===== config.mk =====
export PLATFORM = sky130hd
export DESIGN_NAME = seg7_scan_capture
export DESIGN_NICKNAME = d
export VERILOG_FILES = /design/src/rtl/seg7_scan_capture.sv
export SDC_FILE = /design/constraint.sdc
export NUM_CORES = 1
export LEC_CHECK = 0
export BUFFER_PORTS_ARGS = -buffer_cell sky130_fd_sc_hd__buf_2
export CAP_MARGIN = 20
export CORE_MARGIN = 2
export CORE_UTILIZATION = 35
export DETAILED_ROUTE_END_ITERATION = 12
export PLACE_DENSITY = 0.59
export RECOVER_POWER = 25
export SYNTH_ARGS = -nofsm -noshare
export SYNTH_HDL_FRONTEND = slang
export SYNTH_SLANG_ARGS = --single-unit

===== constraint.sdc =====
create_clock -name clk -period 3.4 [get_ports clk]
set_clock_uncertainty 0.2 [all_clocks]
set_input_delay 0.51 -clock clk [delete_from_list [all_inputs] [get_ports clk]]
set_output_delay 0.51 -clock clk [all_outputs]
set_load 0.01 [all_outputs]

===== src/rtl/seg7_scan_capture.sv =====
// Passive capture of a 4-digit active-low 7-segment scan bus into hex digits.
// Optional bus-stall detection is compiled in with `define SEG7_CAP_STALL_EN.
//
// state      | meaning
// S_IDLE     | no valid anode seen, waiting for exactly one selected digit
// S_SETTLE   | sample loaded, counting identical cycles toward STABLE_CYC
// S_CAPTURED | digit accepted into shadow, waiting for the bus to move on
module seg7_scan_capture #(
   parameter int STABLE_CYC = 4,
   parameter int STALL_CYC  = 65536
) (
   input  logic        clk,
   input  logic        rst_n,
   input  logic [6:0]  seg_n,
   input  logic        dp_n,
   input  logic [3:0]  an_n,
   output logic [15:0] value,
   output logic [3:0]  dots,
   output logic [3:0]  blank,
   output logic [3:0]  err,
   output logic        frame_valid,
   output logic        stall
);

   localparam int CNT_W = $clog2(STABLE_CYC) + 1;
   localparam logic [CNT_W-1:0] CNT_MAX = CNT_W'(STABLE_CYC);
   localparam logic [CNT_W-1:0] CNT_ONE = CNT_W'(1);

   localparam logic [1:0] S_IDLE     = 2'd0;
   localparam logic [1:0] S_SETTLE   = 2'd1;
   localparam logic [1:0] S_CAPTURED = 2'd2;

   if (STABLE_CYC < 1) begin : g_bad_stable
      $error("seg7_scan_capture: STABLE_CYC must be at least 1");
   end
   if (STALL_CYC < 1) begin : g_bad_stall
      $error("seg7_scan_capture: STALL_CYC must be at least 1");
   end

   logic [6:0] seg_m_q, seg_s_q;
   logic       dp_m_q, dp_s_q;
   logic [3:0] an_m_q, an_s_q;

   always_ff @(posedge clk or negedge rst_n) begin
      if (!rst_n) begin
         seg_m_q <= 7'h7F;
         seg_s_q <= 7'h7F;
         dp_m_q  <= 1'b1;
         dp_s_q  <= 1'b1;
         an_m_q  <= 4'hF;
         an_s_q  <= 4'hF;
      end else begin
         seg_m_q <= seg_n;
         seg_s_q <= seg_m_q;
         dp_m_q  <= dp_n;
         dp_s_q  <= dp_m_q;
         an_m_q  <= an_n;
         an_s_q  <= an_m_q;
      end
   end

   // {hit, nibble}; hit=0 means the pattern is not a hex glyph
   function automatic logic [4:0] decode(input logic [6:0] s);
      logic [4:0] r;
      case (s)
         7'h40:   r = 5'h10;
         7'h79:   r = 5'h11;
         7'h24:   r = 5'h12;
         7'h30:   r = 5'h13;
         7'h19:   r = 5'h14;
         7'h12:   r = 5'h15;
         7'h02:   r = 5'h16;
         7'h78:   r = 5'h17;
         7'h00:   r = 5'h18;
         7'h10:   r = 5'h19;
         7'h08:   r = 5'h1A;
         7'h03:   r = 5'h1B;
         7'h46:   r = 5'h1C;
         7'h21:   r = 5'h1D;
         7'h06:   r = 5'h1E;
         7'h0E:   r = 5'h1F;
         default: r = 5'h00;
      endcase
      return r;
   endfunction

   logic             an_ok;
   logic             stall_force;
   logic [1:0]       state_q, state_d;
   logic [3:0]       an_l_q, an_l_d;
   logic [6:0]       seg_l_q, seg_l_d;
   logic             dp_l_q, dp_l_d;
   logic [CNT_W-1:0] cnt_q, cnt_d;
   logic [3:0]       mask_q, mask_d;
   logic [15:0]      sh_val_q, sh_val_d;
   logic [3:0]       sh_dots_q, sh_dots_d;
   logic [3:0]       sh_blank_q, sh_blank_d;
   logic [3:0]       sh_err_q, sh_err_d;
   logic [15:0]      value_q, value_d;
   logic [3:0]       dots_q, dots_d;
   logic [3:0]       blank_q, blank_d;
   logic [3:0]       err_q, err_d;
   logic             frame_valid_q, frame_valid_d;
   logic             load, same, is_blank;
   logic [4:0]       dec;

   always_comb begin
      an_ok = (an_s_q == 4'b1110) || (an_s_q == 4'b1101) ||
              (an_s_q == 4'b1011) || (an_s_q == 4'b0111);
   end

   always_comb begin
      state_d       = state_q;
      an_l_d        = an_l_q;
      seg_l_d       = seg_l_q;
      dp_l_d        = dp_l_q;
      cnt_d         = cnt_q;
      mask_d        = mask_q;
      sh_val_d      = sh_val_q;
      sh_dots_d     = sh_dots_q;
      sh_blank_d    = sh_blank_q;
      sh_err_d      = sh_err_q;
      value_d       = value_q;
      dots_d        = dots_q;
      blank_d       = blank_q;
      err_d         = err_q;
      frame_valid_d = 1'b0;
      load          = 1'b0;
      same          = (an_s_q == an_l_q) && (seg_s_q == seg_l_q) && (dp_s_q == dp_l_q);
      dec           = decode(seg_s_q);
      is_blank      = (seg_s_q == 7'h7F) && dp_s_q;

      // Publish reads the shadow before any capture this cycle lands in it
      if (mask_q == 4'hF) begin
         value_d       = sh_val_q;
         dots_d        = sh_dots_q;
         blank_d       = sh_blank_q;
         err_d         = sh_err_q;
         frame_valid_d = 1'b1;
         mask_d        = 4'h0;
      end

      if (stall_force) begin
         state_d = S_IDLE;
         mask_d  = 4'h0;
      end else begin
         case (state_q)
            S_IDLE: begin
               if (an_ok) load = 1'b1;
            end
            S_SETTLE: begin
               if (!an_ok) state_d = S_IDLE;
               else if (!same) load = 1'b1;
               else if (cnt_q != CNT_MAX) cnt_d = cnt_q + CNT_ONE;
            end
            S_CAPTURED: begin
               if (!an_ok) state_d = S_IDLE;
               else if (!same) load = 1'b1;
            end
            default: state_d = S_IDLE;
         endcase

         if (load) begin
            an_l_d  = an_s_q;
            seg_l_d = seg_s_q;
            dp_l_d  = dp_s_q;
            cnt_d   = CNT_ONE;
            state_d = S_SETTLE;
         end

         if (state_d == S_SETTLE && cnt_d == CNT_MAX) begin
            state_d = S_CAPTURED;
            for (int i = 0; i < 4; i++) begin
               if (!an_s_q[i]) begin
                  sh_val_d[4*i +: 4] = dec[3:0];
                  sh_dots_d[i]       = ~dp_s_q;
                  sh_blank_d[i]      = is_blank;
                  sh_err_d[i]        = ~dec[4] & ~is_blank;
                  mask_d[i]          = 1'b1;
               end
            end
         end
      end
   end

   always_ff @(posedge clk or negedge rst_n) begin
      if (!rst_n) begin
         state_q       <= S_IDLE;
         an_l_q        <= 4'hF;
         seg_l_q       <= 7'h7F;
         dp_l_q        <= 1'b1;
         cnt_q         <= '0;
         mask_q        <= 4'h0;
         sh_val_q      <= 16'h0;
         sh_dots_q     <= 4'h0;
         sh_blank_q    <= 4'h0;
         sh_err_q      <= 4'h0;
         value_q       <= 16'h0;
         dots_q        <= 4'h0;
         blank_q       <= 4'h0;
         err_q         <= 4'h0;
         frame_valid_q <= 1'b0;
      end else begin
         state_q       <= state_d;
         an_l_q        <= an_l_d;
         seg_l_q       <= seg_l_d;
         dp_l_q        <= dp_l_d;
         cnt_q         <= cnt_d;
         mask_q        <= mask_d;
         sh_val_q      <= sh_val_d;
         sh_dots_q     <= sh_dots_d;
         sh_blank_q    <= sh_blank_d;
         sh_err_q      <= sh_err_d;
         value_q       <= value_d;
         dots_q        <= dots_d;
         blank_q       <= blank_d;
         err_q         <= err_d;
         frame_valid_q <= frame_valid_d;
      end
   end

`ifdef SEG7_CAP_STALL_EN
   localparam int STL_W = $clog2(STALL_CYC + 1);
   localparam logic [STL_W-1:0] STL_MAX = STL_W'(STALL_CYC);

   logic [STL_W-1:0] stl_cnt_q, stl_cnt_d;
   logic [3:0]       an_prev_q, an_prev_d;
   logic             stall_q, stall_d;
   logic             an_change;

   // an_prev tracks the last valid anode, so a glitch through an invalid code
   // back to the same digit is not mistaken for scanning activity
   always_comb begin
      an_change   = an_ok && (an_s_q != an_prev_q);
      an_prev_d   = an_ok ? an_s_q : an_prev_q;
      stl_cnt_d   = stl_cnt_q;
      stall_d     = stall_q;
      stall_force = 1'b0;
      if (an_change) begin
         stl_cnt_d = '0;
         stall_d   = 1'b0;
      end else if (stl_cnt_q == STL_MAX) begin
         stall_d     = 1'b1;
         stall_force = 1'b1;
      end else begin
         stl_cnt_d = stl_cnt_q + STL_W'(1);
      end
   end

   always_ff @(posedge clk or negedge rst_n) begin
      if (!rst_n) begin
         stl_cnt_q <= '0;
         an_prev_q <= 4'hF;
         stall_q   <= 1'b0;
      end else begin
         stl_cnt_q <= stl_cnt_d;
         an_prev_q <= an_prev_d;
         stall_q   <= stall_d;
      end
   end

   assign stall = stall_q;
`else
   assign stall_force = 1'b0;
   assign stall       = 1'b0;
`endif

   assign value       = value_q;
   assign dots        = dots_q;
   assign blank       = blank_q;
   assign err         = err_q;
   assign frame_valid = frame_valid_q;

endmodule

==> results of run 1 <==
## through the flow
stage	total power [W]	instances
final	0.002847	586
after global routing	0.002984	586
after CTS	0.002886	586
after detailed placement	0.001807	572
after global placement	0.001792	572
after floorplan	0.001708	371
## Yosys cell counts (5+ instances only)
master,count,area [sq um]
a21oi_1,8,40.04
clkbuf_1,10,37.54
dfrtp_1,66,1652
dfstp_2,36,945.9
ha_1,5,62.56
inv_1,10,37.54
mux2_1,10,112.6
mux2_2,26,292.8
nand2_1,98,367.9
nand3_1,5,25.02
nand4_1,8,50.05
nor2_1,9,33.78
o21ai_0,11,55.05
xor2_1,12,105.1
## registers in the layout (all words and copies together), names as in the netlist
register	cells
an_l_q	4
an_m_q	4
an_s_q	4
blank	4
cnt_q	3
dots	4
dp_l_q	1
dp_m_q	1
dp_s_q	1
err	4
frame_valid	1
mask_q	4
seg_l_q	7
seg_m_q	7
seg_s_q	7
sh_blank_q	4
sh_dots_q	4
sh_err_q	4
sh_val_q	16
state_q	2
value	16
## worst min-delay path by stage
stage / start / to / depth (start not counted)
CTS: seg_n[5] / seg_m_q[5]$_DFF_PN1_ / 1
finish: an_n[2] / an_m_q[2]$_DFF_PN1_ / 1
floorplan: rst_n / blank[0]$_DFFE_PN0P_ / 0
global placement: seg_m_q[2]$_DFF_PN1_ / seg_s_q[2]$_DFF_PN1_ / 0
global route: seg_n[3] / seg_m_q[3]$_DFF_PN1_ / 1
detailed placement: seg_m_q[1]$_DFF_PN1_ / seg_s_q[1]$_DFF_PN1_ / 0
## where the power goes
| group | switching, W | internal, W | leakage [nW] | total, W |
|---|---|---|---|---|
| combinational | 0.000175 | 0.000156 | 1.05 | 0.000331 |
| clock | 0.000429 | 0.000637 | 0.148 | 0.00107 |
| sequential | 0.0000780 | 0.00137 | 1.29 | 0.00145 |
## cell type report
type | count | area, sq um
Sequential cell | 102 | 2597
Timing Repair Buffer | 48 | 255.2
Inverter | 11 | 41.29
Multi-Input combinational cell | 243 | 1667
Clock buffer | 10 | 229.0
Tap cell | 168 | 210.2
Clock inverter | 4 | 73.82
Fill cell | 1170 | 7038
## per-layer routing
metal  vias up  track usage, %  wire length (um)
li1       1333               -                 -
met3         9           3.504               228
met2        46           22.69              4170
met5         -               0                 0
met4         0           6.111               125
met1      1444           17.27              3928
## kinds of logic after synthesis
| family | synth area share, % |
|---|---|
| xor+xnor | 3.439 |
| flops | 59.48 |
| other cells | 0.08588 |
| buf+inv | 2.350 |
| compound gates | 4.470 |
| simple gates | 18.02 |
| fa+ha+maj | 1.433 |
| mux | 10.72 |
## critical path, cell delays in order, from the launching register on
cell,delay [ns]
dfstp_2,0.68
xor2_1,0.13
nor4_2,0.41
and3_4,0.30
nand4_2,0.16
xnor2_4,0.35
nand4_4,0.25
mux2_1,0.37
==> results by group, run 1 <==
Outcome
  – Run status: completed

CTS
  – Post_cts resized: 0
  – TritonCTS Buffers: 9
  – Hold buffer count at cts: 0
  – Clock insertion delay at the later pin of the skew report: 0.34 ns
  – H-tree level count: 3
  – # Post-CTS Setup Buffers: 0
  – Root buffer cell: clkbuf_16
  – Number of clock sinks: 102
  – CTS tree: built
  – Clock transition time at the flip-flop clock pins of the worst setup and hold paths: 0.07 ns
  – Maximum buffer depth of the clock tree: 2

Worst setup path
  – Maximum fanout along the worst path: 13
  – Data required time of the worst path: 3.43 ns
  – Critical path launch point type: flip-flop
  – First element of the critical path: seg_s_q[4]$_DFF_PN1_
  – Endpoint type of the worst setup path: flip-flop
  – Beginning of the worst register-to-register path: seg_s_q[4]$_DFF_PN1_
  – Worst reg2reg setup slack: 0.43 ns
  – Type of the worst setup path: reg -> reg
  – Worst reg-to-reg path cell count: 7
  – Capture point of the worst reg-to-reg path: sh_val_q[10]$_DFFE_PN0P_
  – Data arrival, critical path: 3.00 ns
  – Worst setup path endpoint: sh_val_q[10]$_DFFE_PN0P_

Floorplan
  – Die area: 0.01339 sq mm
  – Core ar.: 0.01211 sq mm
  – Effective utilization at floorplan: 36.05%
  – Die height: 115.7 um
  – Number of placed I/O pins: 44
  – Number of placement rows: 40
  – Die Wd: 115.7 um

Cells and area
  – Most common library cell in the layout ignoring fill and taps: nand2_1
  – Fin util: 41.89%
  – Final non-filler cell area: 0.005074 sq mm
  – ANT cells: 0
  – Most frequent cells in the layout: 98 x nand2_1, 66 x dfrtp_1, 41 x buf_2
  – Share of layout cells above drive strength 1: 33.25%
  – Net count reported at finish: 434
  – Area growth from synthesis to final layout: 16.19%

STA
  – Fin crit share: 87.32%
  – Tightest Pin Transition: 1.471 ns
  – Max frequency: 336.8 MHz
  – Post-Route Hold Slack: 0.06128 ns
  – Number of endpoints with negative hold slack in the final report: 0
  – Fin. max-slew vios: 0
  – RSZ-0062 raised after global routing: false
  – Final worst slack: 0.4313 ns
  – Aggregate negative setup slack: 0 ns
  – Number of endpoints failing setup at the final stage: 0
  – Min Clock Period, post-route: 2.969 ns
  – Tightest slew margin relative to the limit: 1.931%

Placed design
  – Worst slack, placed: 0.4088 ns
  – Port Buffers: 42
  – Gp weighted congestion: 0.8014
  – Sum of net half-perimeters after detailed placement: 5878 um
  – Placement-stage cell area: 0.004773 sq mm

Synth
  – Syn. warnings: 0
  – Total of flip-flops plus latches after synthesis: 102
  – Number of flops mapped to enable cells by yosys: 0
  – Syn nets: 390
  – Proportion of synthesized flip-flops having asynchronous set or reset: 100.0%
  – Syn Inst Count: 371
  – Number of distinct standard cells referenced by the synthesized netlist: 46
  – Sequential fraction of the synthesis area: 59.48%
  – Avg Inst Size Synth: 11.77 sq um
  – Total standard cell area after synthesis: 0.004367 sq mm
  – Most instantiated flip-flop cell in the synthesis netlist: dfrtp_1

Drt
  – Post-detailed-route wirelength per cell: 14.42 um
  – Post-route DRC: 0
  – Antenna violation net count after detailed routing: 0
  – Routed via count divided by cell count: 4.833
  – DRC marker count from the first detailed-route iteration: 169
  – Number of vias after detailed routing: 2832
  – Number of search-and-repair iterations in the first detailed-routing pass: 6
  – Total length of routed wires: 8452 um

Pwr
  – Max IR drop VDD: 0.3376 mV
  – Standby leakage power: 2.494 nW
  – Total power divided by cell area: 561.0 mW/mm^2

Min path
  – Classification of the worst-slack hold path: in -> reg

Global routing
  – Largest net degree at the start of global routing: 61
  – Antenna violations before repair: 0
  – Vias in the first global route: 2865
  – Aggregate global routing overflow: 0
  – Wire length of the first global-routing pass: 14040 um
  – Total GRT Usage: 13.80%

Job
  – Number of maximum-capacitance constraint violations: 0
Power figures use the tool's default switching activity.
==> run 2: changes to the inputs <==
CTS_BUF_LIST = sky130_fd_sc_hd__clkbuf_8   (was not set)
CTS_CLUSTER_SIZE = 30   (was not set)
==> run 2 against run 1 <==
Compared with the run above:
- worst setup slack improved by 0.0089 ns
- sequential power hardly changed
- via count fell by 1.3%
- clock power down 24%
- critical endpoint unchanged
- largest cell class unchanged
- largest power group unchanged
- highest routed layer unchanged
==> results by group, run 2 (synthesis results as in run 1) <==
STA
  – Post-Route Hold Slack: 0.03029 ns
  – Tightest slew margin relative to the limit: 1.235%
  – Aggregate negative setup slack: 0 ns
  – Min Clock Period, post-route: 2.960 ns
  – Number of endpoints with negative hold slack in the final report: 0
  – Fin. max-slew vios: 0
  – Number of endpoints failing setup at the final stage: 0
  – Fin crit share: 87.06%
  – RSZ-0062 raised after global routing: false
  – Max frequency: 337.9 MHz
  – Tightest Pin Transition: 1.481 ns

CTS
  – TritonCTS Buffers: 9
  – Maximum buffer depth of the clock tree: 2
  – # Post-CTS Setup Buffers: 0
  – Number of clock sinks: 102
  – H-tree level count: 3
  – Hold buffer count at cts: 0
  – Clock insertion delay at the later pin of the skew report: 0.37 ns
  – CTS tree: built
  – Clock transition time at the flip-flop clock pins of the worst setup and hold paths: 0.10 ns
  – Post_cts resized: 0
  – Root buffer cell: clkbuf_8

Floorplan
  – Number of placed I/O pins: 44
  – Number of placement rows: 40
  – Die Wd: 115.7 um
  – Die height: 115.7 um
  – Effective utilization at floorplan: 36.05%
  – Die area: 0.01339 sq mm
  – Core ar.: 0.01211 sq mm

Global routing
  – Largest net degree at the start of global routing: 61
  – Wire length of the first global-routing pass: 13930 um
  – Total GRT Usage: 13.69%
  – Aggregate global routing overflow: 0
  – Vias in the first global route: 2837
  – Antenna violations before repair: 0

Cells and area
  – Final instance count without filler cells: 586
  – Most frequent cells in the layout: 98 x nand2_1, 66 x dfrtp_1, 41 x buf_2
  – Net count reported at finish: 434
  – Area growth from synthesis to final layout: 13.87%
  – Number of inserted filler cells in the final layout: 1181
  – ANT cells: 0
  – Share of layout cells above drive strength 1: 33.25%
  – Most common library cell in the layout ignoring fill and taps: nand2_1

Drt
  – Number of vias after detailed routing: 2796
  – Antenna violation net count after detailed routing: 0
  – Total length of routed wires: 8434 um
  – DRC marker count from the first detailed-route iteration: 171
  – Post-route DRC: 0
  – Number of search-and-repair iterations in the first detailed-routing pass: 4
  – Routed via count divided by cell count: 4.771
  – Post-detailed-route wirelength per cell: 14.39 um

Pwr
  – Max IR drop VDD: 0.3040 mV
  – Total power divided by cell area: 520.5 mW/mm^2
  – Standby leakage power: 2.452 nW

Worst setup path
  – Critical path launch point type: flip-flop
  – Maximum fanout along the worst path: 13
  – Type of the worst setup path: reg -> reg
  – Data arrival, critical path: 3.03 ns
  – Data required time of the worst path: 3.47 ns
  – Endpoint type of the worst setup path: flip-flop

Placed design
  – Gp weighted congestion: 0.8014
  – Sum of net half-perimeters after detailed placement: 5878 um
  – Port Buffers: 42
  – Number of instances in the placed design: 572

Job
  – Number of maximum-capacitance constraint violations: 0

Outcome
  – Run status: completed

Min path
  – Classification of the worst-slack hold path: in -> reg
[run 2: cell types whose count changed in the layout (fill, tap and decap cells not counted), sizes merged]
cell,change
clkbuf,-1
inv,+1
[run 2: metrics by stage]
step | setup slack (ns) | area (sq um) | utilization, % | power (W)
6_report | 0.4401 | 4972 | 41.05 | 0.002588
5_1_grt | 0.2581 | 4972 | 41.05 | 0.002717
4_1_cts | 0.3995 | 4975 | 41.07 | 0.002625
3_5_place_dp | 0.4088 | 4773 | 39.41 | 0.001807
3_3_place_gp | 0.4695 | 4773 | 39.41 | 0.001792
2_1_floorplan | 0.8774 | 4367 | - | 0.001708
[run 2: final timing paths]
check,start,endpoint,slack [ns],cells after the start
setup / recovery,seg_s_q[4]$_DFF_PN1_,sh_val_q[10]$_DFFE_PN0P_,0.44,7
setup reg to reg,seg_s_q[4]$_DFF_PN1_,sh_val_q[10]$_DFFE_PN0P_,0.44,7
hold reg to reg,seg_m_q[3]$_DFF_PN1_,seg_s_q[3]$_DFF_PN1_,0.16,0
min in group asynchronous,rst_n,dots[1]$_DFFE_PN0P_,0.29,1
hold / removal,an_n[2],an_m_q[2]$_DFF_PN1_,0.03,1
max in group asynchronous,rst_n,dp_s_q$_DFF_PN1_,1.64,2
[run 2: per-layer routing]
| layer | vias to the layer above | global-route usage [%] | share of wire, % |
|---|---|---|---|
| li1 | 1329 | - | - |
| met1 | 1415 | 17.30 | 46 |
| met2 | 43 | 22.65 | 50 |
| met3 | 9 | 2.824 | 2.7 |
| met4 | 0 | 6.349 | 1.6 |
| met5 | - | 0 | 0 |
[run 2: area by class of cell]
type	instances	area [sq um]	share of cell area, %
well taps	168	210.2	4.227
multi-input cells	243	1667	33.52
repair buffers	48	255.2	5.133
flip-flops and latches	102	2597	52.24
clock inverters	5	77.57	1.560
inverters	11	41.29	0.8304
clock buffers	9	123.9	2.491
[run 2: power by group]
| group | total (W) | switching, W | internal, W |
|---|---|---|---|
| sequential | 0.00145 | 0.0000779 | 0.00137 |
| combinational | 0.000331 | 0.000175 | 0.000156 |
| clock | 0.000809 | 0.000405 | 0.000404 |
| total | 0.00259 | 0.000658 | 0.00193 |
[run 2: worst max-delay path: stages (launching register included)]
cell and delay [ns]:
dfstp_2 0.69, xor2_1 0.13, nor4_2 0.40, and3_4 0.29
nand4_2 0.16, xnor2_4 0.35, nand4_4 0.25, mux2_1 0.37
==> run 3: changes to the inputs <==
ABC_AREA = 1   (was not set)
clock period = 3.36 ns   (was 3.4 ns; I/O delays follow)
==> run 3 against run 2 <==
Compared with the run above:
- the run now ends with capacitance limit, slew limit left
- die area is 2.6% higher
- register-to-register slack better by 0.096 ns
- sequential power grew 8%
- critical path depth increased by 8
- worst hold slack improved by 0.00067 ns
- critical path type unchanged
- highest routed layer unchanged
==> results by group, run 3 <==
Worst setup path
  – Critical-path cell with the highest stage delay: dfstp_2
  – Maximum fanout along the worst path: 27
  – Critical path launch point type: flip-flop
  – Endpoint type of the worst setup path: flip-flop
  – Cell repeated most along the worst path: nand2_1
  – Beginning of the worst register-to-register path: an_s_q[3]$_DFF_PN1_
  – Data arrival, critical path: 2.94 ns
  – Type of the worst setup path: reg -> reg
  – Largest stage delay on the critical path: 0.56 ns
  – Worst reg-to-reg path cell count: 15
  – Capture point of the worst reg-to-reg path: sh_val_q[2]$_DFFE_PN0P_
  – Critical Path, Cell by Cell: inv_1, nand2_1, nand2_1, nand2_1, nor2_1, nand3_2, nand2_1, nand2_1, nand2_2, nand3_1, nand2_1, nor2_4, buf_4, nand4_1, nand2_1
  – Data required time of the worst path: 3.48 ns
  – Worst reg2reg setup slack: 0.54 ns

Drt
  – Antenna violation net count after detailed routing: 0
  – Number of vias after detailed routing: 3245
  – Number of search-and-repair iterations in the first detailed-routing pass: 5
  – Routed via count divided by cell count: 4.683
  – Post-route DRC: 0
  – Post-detailed-route wirelength per cell: 12.41 um
  – Total length of routed wires: 8598 um
  – DRC marker count from the first detailed-route iteration: 182

Cells and area
  – Share of layout cells above drive strength 1: 29.17%
  – Area growth from synthesis to final layout: 14.76%
  – Net count reported at finish: 535
  – Most common library cell in the layout ignoring fill and taps: nand2_1
  – ANT cells: 0
  – Final non-filler cell area: 0.005145 sq mm
  – Number of inserted filler cells in the final layout: 1236
  – Most frequent cells in the layout: 140 x nand2_1, 66 x dfrtp_1, 41 x inv_1, 41 x buf_2, 35 x dfstp_2
  – Final instance count without filler cells: 693
  – Combined area of the multi-input logic cells: 0.001618 sq mm
  – Register Area: 0.002597 sq mm

Synth
  – Number of distinct standard cells referenced by the synthesized netlist: 27
  – Syn Inst Count: 463
  – Total of flip-flops plus latches after synthesis: 102
  – Syn. warnings: 0
  – Fraction of post-synthesis cell area in the top cell type by area: 36.84%
  – Total standard cell area after synthesis: 0.004483 sq mm
  – Synth top cells by count: 140 x nand2_1, 66 x dfrtp_1, 41 x inv_1
  – Largest area contributor in the synthesized netlist: dfrtp_1
  – Most instantiated flip-flop cell in the synthesis netlist: dfrtp_1
  – Number of flops mapped to enable cells by yosys: 0
  – Most frequent cell after synthesis: nand2_1
  – Leading post-synthesis cells by cell area: dfrtp_1 37%, dfstp_2 21%, nand2_1 12%
  – Avg Inst Size Synth: 9.683 sq um
  – Syn nets: 482
  – Sequential fraction of the synthesis area: 57.94%
  – Proportion of synthesized flip-flops having asynchronous set or reset: 100.0%

STA
  – Fin crit share: 84.05%
  – Min Clock Period, post-route: 2.824 ns
  – Aggregate negative setup slack: 0 ns
  – Post-Route Hold Slack: 0.03096 ns
  – Number of endpoints with negative hold slack in the final report: 0
  – Tightest slew margin relative to the limit: -23.98%
  – Max frequency: 354.1 MHz
  – Number of endpoints failing setup at the final stage: 0
  – RSZ-0062 raised after global routing: false
  – Fin. max-slew vios: 80
  – Tightest Pin Transition: 1.860 ns

CTS
  – TritonCTS Buffers: 9
  – Number of clock sinks: 102
  – # Post-CTS Setup Buffers: 0
  – H-tree level count: 3
  – Post_cts resized: 0
  – CTS tree: built
  – Root buffer cell: clkbuf_8
  – Clock transition time at the flip-flop clock pins of the worst setup and hold paths: 0.10 ns
  – Clock insertion delay at the later pin of the skew report: 0.37 ns
  – Maximum buffer depth of the clock tree: 2

Placed design
  – Sum of net half-perimeters after detailed placement: 6239 um
  – Number of instances in the placed design: 669
  – Port Buffers: 42
  – Placement-stage cell area: 0.004887 sq mm
  – Gp weighted congestion: 0.9434

Global routing
  – Vias in the first global route: 2970
  – Largest net degree at the start of global routing: 80
  – Antenna violations before repair: 0
  – Wire length of the first global-routing pass: 14480 um
  – Aggregate global routing overflow: 0
  – Total GRT Usage: 13.71%

Floorplan
  – Die height: 117.2 um
  – Number of placed I/O pins: 44
  – Die area: 0.01373 sq mm
  – Number of placement rows: 41
  – Effective utilization at floorplan: 35.67%
  – Die Wd: 117.2 um
  – Core ar.: 0.01257 sq mm

Min path
  – Worst hold path startpoint: seg_n[0]
  – Terminating pin of the worst hold path: seg_m_q[0]$_DFF_PN1_
  – Hold path cells: 1
  – Classification of the worst-slack hold path: in -> reg

Pwr
  – Standby leakage power: 2.671 nW
  – Max IR drop VDD: 0.3360 mV
  – Total power divided by cell area: 552.1 mW/mm^2

Outcome
  – Violations in the final reports: capacitance limit, slew limit
  – Run status: finished, violations left

Job
  – Number of maximum-capacitance constraint violations: 1
[run 3: cell types whose count changed after synthesis, sizes merged, moves of 10 or more]
| cell | previous run | this run |
|---|---|---|
| nand2 | 98 | 142 |
| inv | 11 | 51 |
| nand3 | 6 | 23 |
| nand4 | 13 | 34 |
| xor2 | 12 | 0 |
| o21ai | 11 | 21 |
| nor2 | 9 | 22 |
[run 3: report_power, final]
part / total (W) / leakage (nW) / switching (W) / internal, W
Sequential: 0.00156 / 1.29 / 0.000106 / 0.00145
Clock: 0.000707 / 0.0959 / 0.000428 / 0.000280
Combinational: 0.000574 / 1.29 / 0.000381 / 0.000193
Total: 0.00284 / 2.67 / 0.000915 / 0.00193
[run 3: how the worst max path moves through the flow]
stage / endpoint / startpoint / slack, ns / depth (start not counted)
floorplan: sh_blank_q[0]$_DFFE_PN0P_ / an_s_q[0]$_DFF_PN1_ / 1.24 / 14
global placement: sh_val_q[2]$_DFFE_PN0P_ / an_s_q[3]$_DFF_PN1_ / 0.63 / 15
detailed placement: sh_val_q[2]$_DFFE_PN0P_ / an_s_q[3]$_DFF_PN1_ / 0.56 / 15
CTS: sh_val_q[2]$_DFFE_PN0P_ / an_s_q[3]$_DFF_PN1_ / 0.53 / 15
global route: sh_val_q[11]$_DFFE_PN0P_ / an_s_q[3]$_DFF_PN1_ / 0.21 / 15
finish: sh_val_q[2]$_DFFE_PN0P_ / an_s_q[3]$_DFF_PN1_ / 0.54 / 15
[run 3: critical path: cells and delay by family, from the launching register on]
family | cells | cell delay (ns)
buffers and inverters | 2 | 0.42
DFF | 1 | 0.56
and+or+nand+nor | 13 | 1.58
[run 3: metal layers]
layer	GRT usage, %	up-vias	routed length [um]
met5	0	-	0
met4	5.255	0	161
met3	3.553	15	334
met2	20.50	70	3920
met1	19.16	1555	4181
li1	-	1605	-
[run 3: cells by family (layout without fill, tap and decap cells)]
logic type	after synthesis	count (layout)	synth area share, %
muxes	28	28	7.033
adders and majority gates	5	5	1.395
AOI/OAI and AO/OA	24	24	2.791
DFF	102	102	57.94
xor gates and xnor gates	4	4	0.7814
and+or+nand+nor	233	233	23.86
other	1	1	0.08365
buffers and inverters	66	124	6.112
[run 3: cell type report]
type,count,share of cell area [%]
multi-input combinational,295,31.44
timing repair buffer,57,6.663
clock inverter,7,1.094
clock buffer,9,2.408
tap,172,4.183
sequential,102,50.49
inverter,51,3.721
[run 3: metrics by stage]
step,power [W],utilization [%],setup WS [ns]
2_1_floorplan,0.002009,-,1.242
3_3_place_gp,0.002142,38.89,0.6330
3_5_place_dp,0.002151,38.89,0.5609
4_1_cts,0.002876,40.32,0.5324
5_1_grt,0.003057,40.94,0.2075
6_report,0.002840,40.94,0.5360
[run 3: timing repair]
action | in CTS | in global routing
endpoints found under the setup margin | 0 | 0
hold buffers | 0 | 8
hold endpoints to repair | 0 | 8
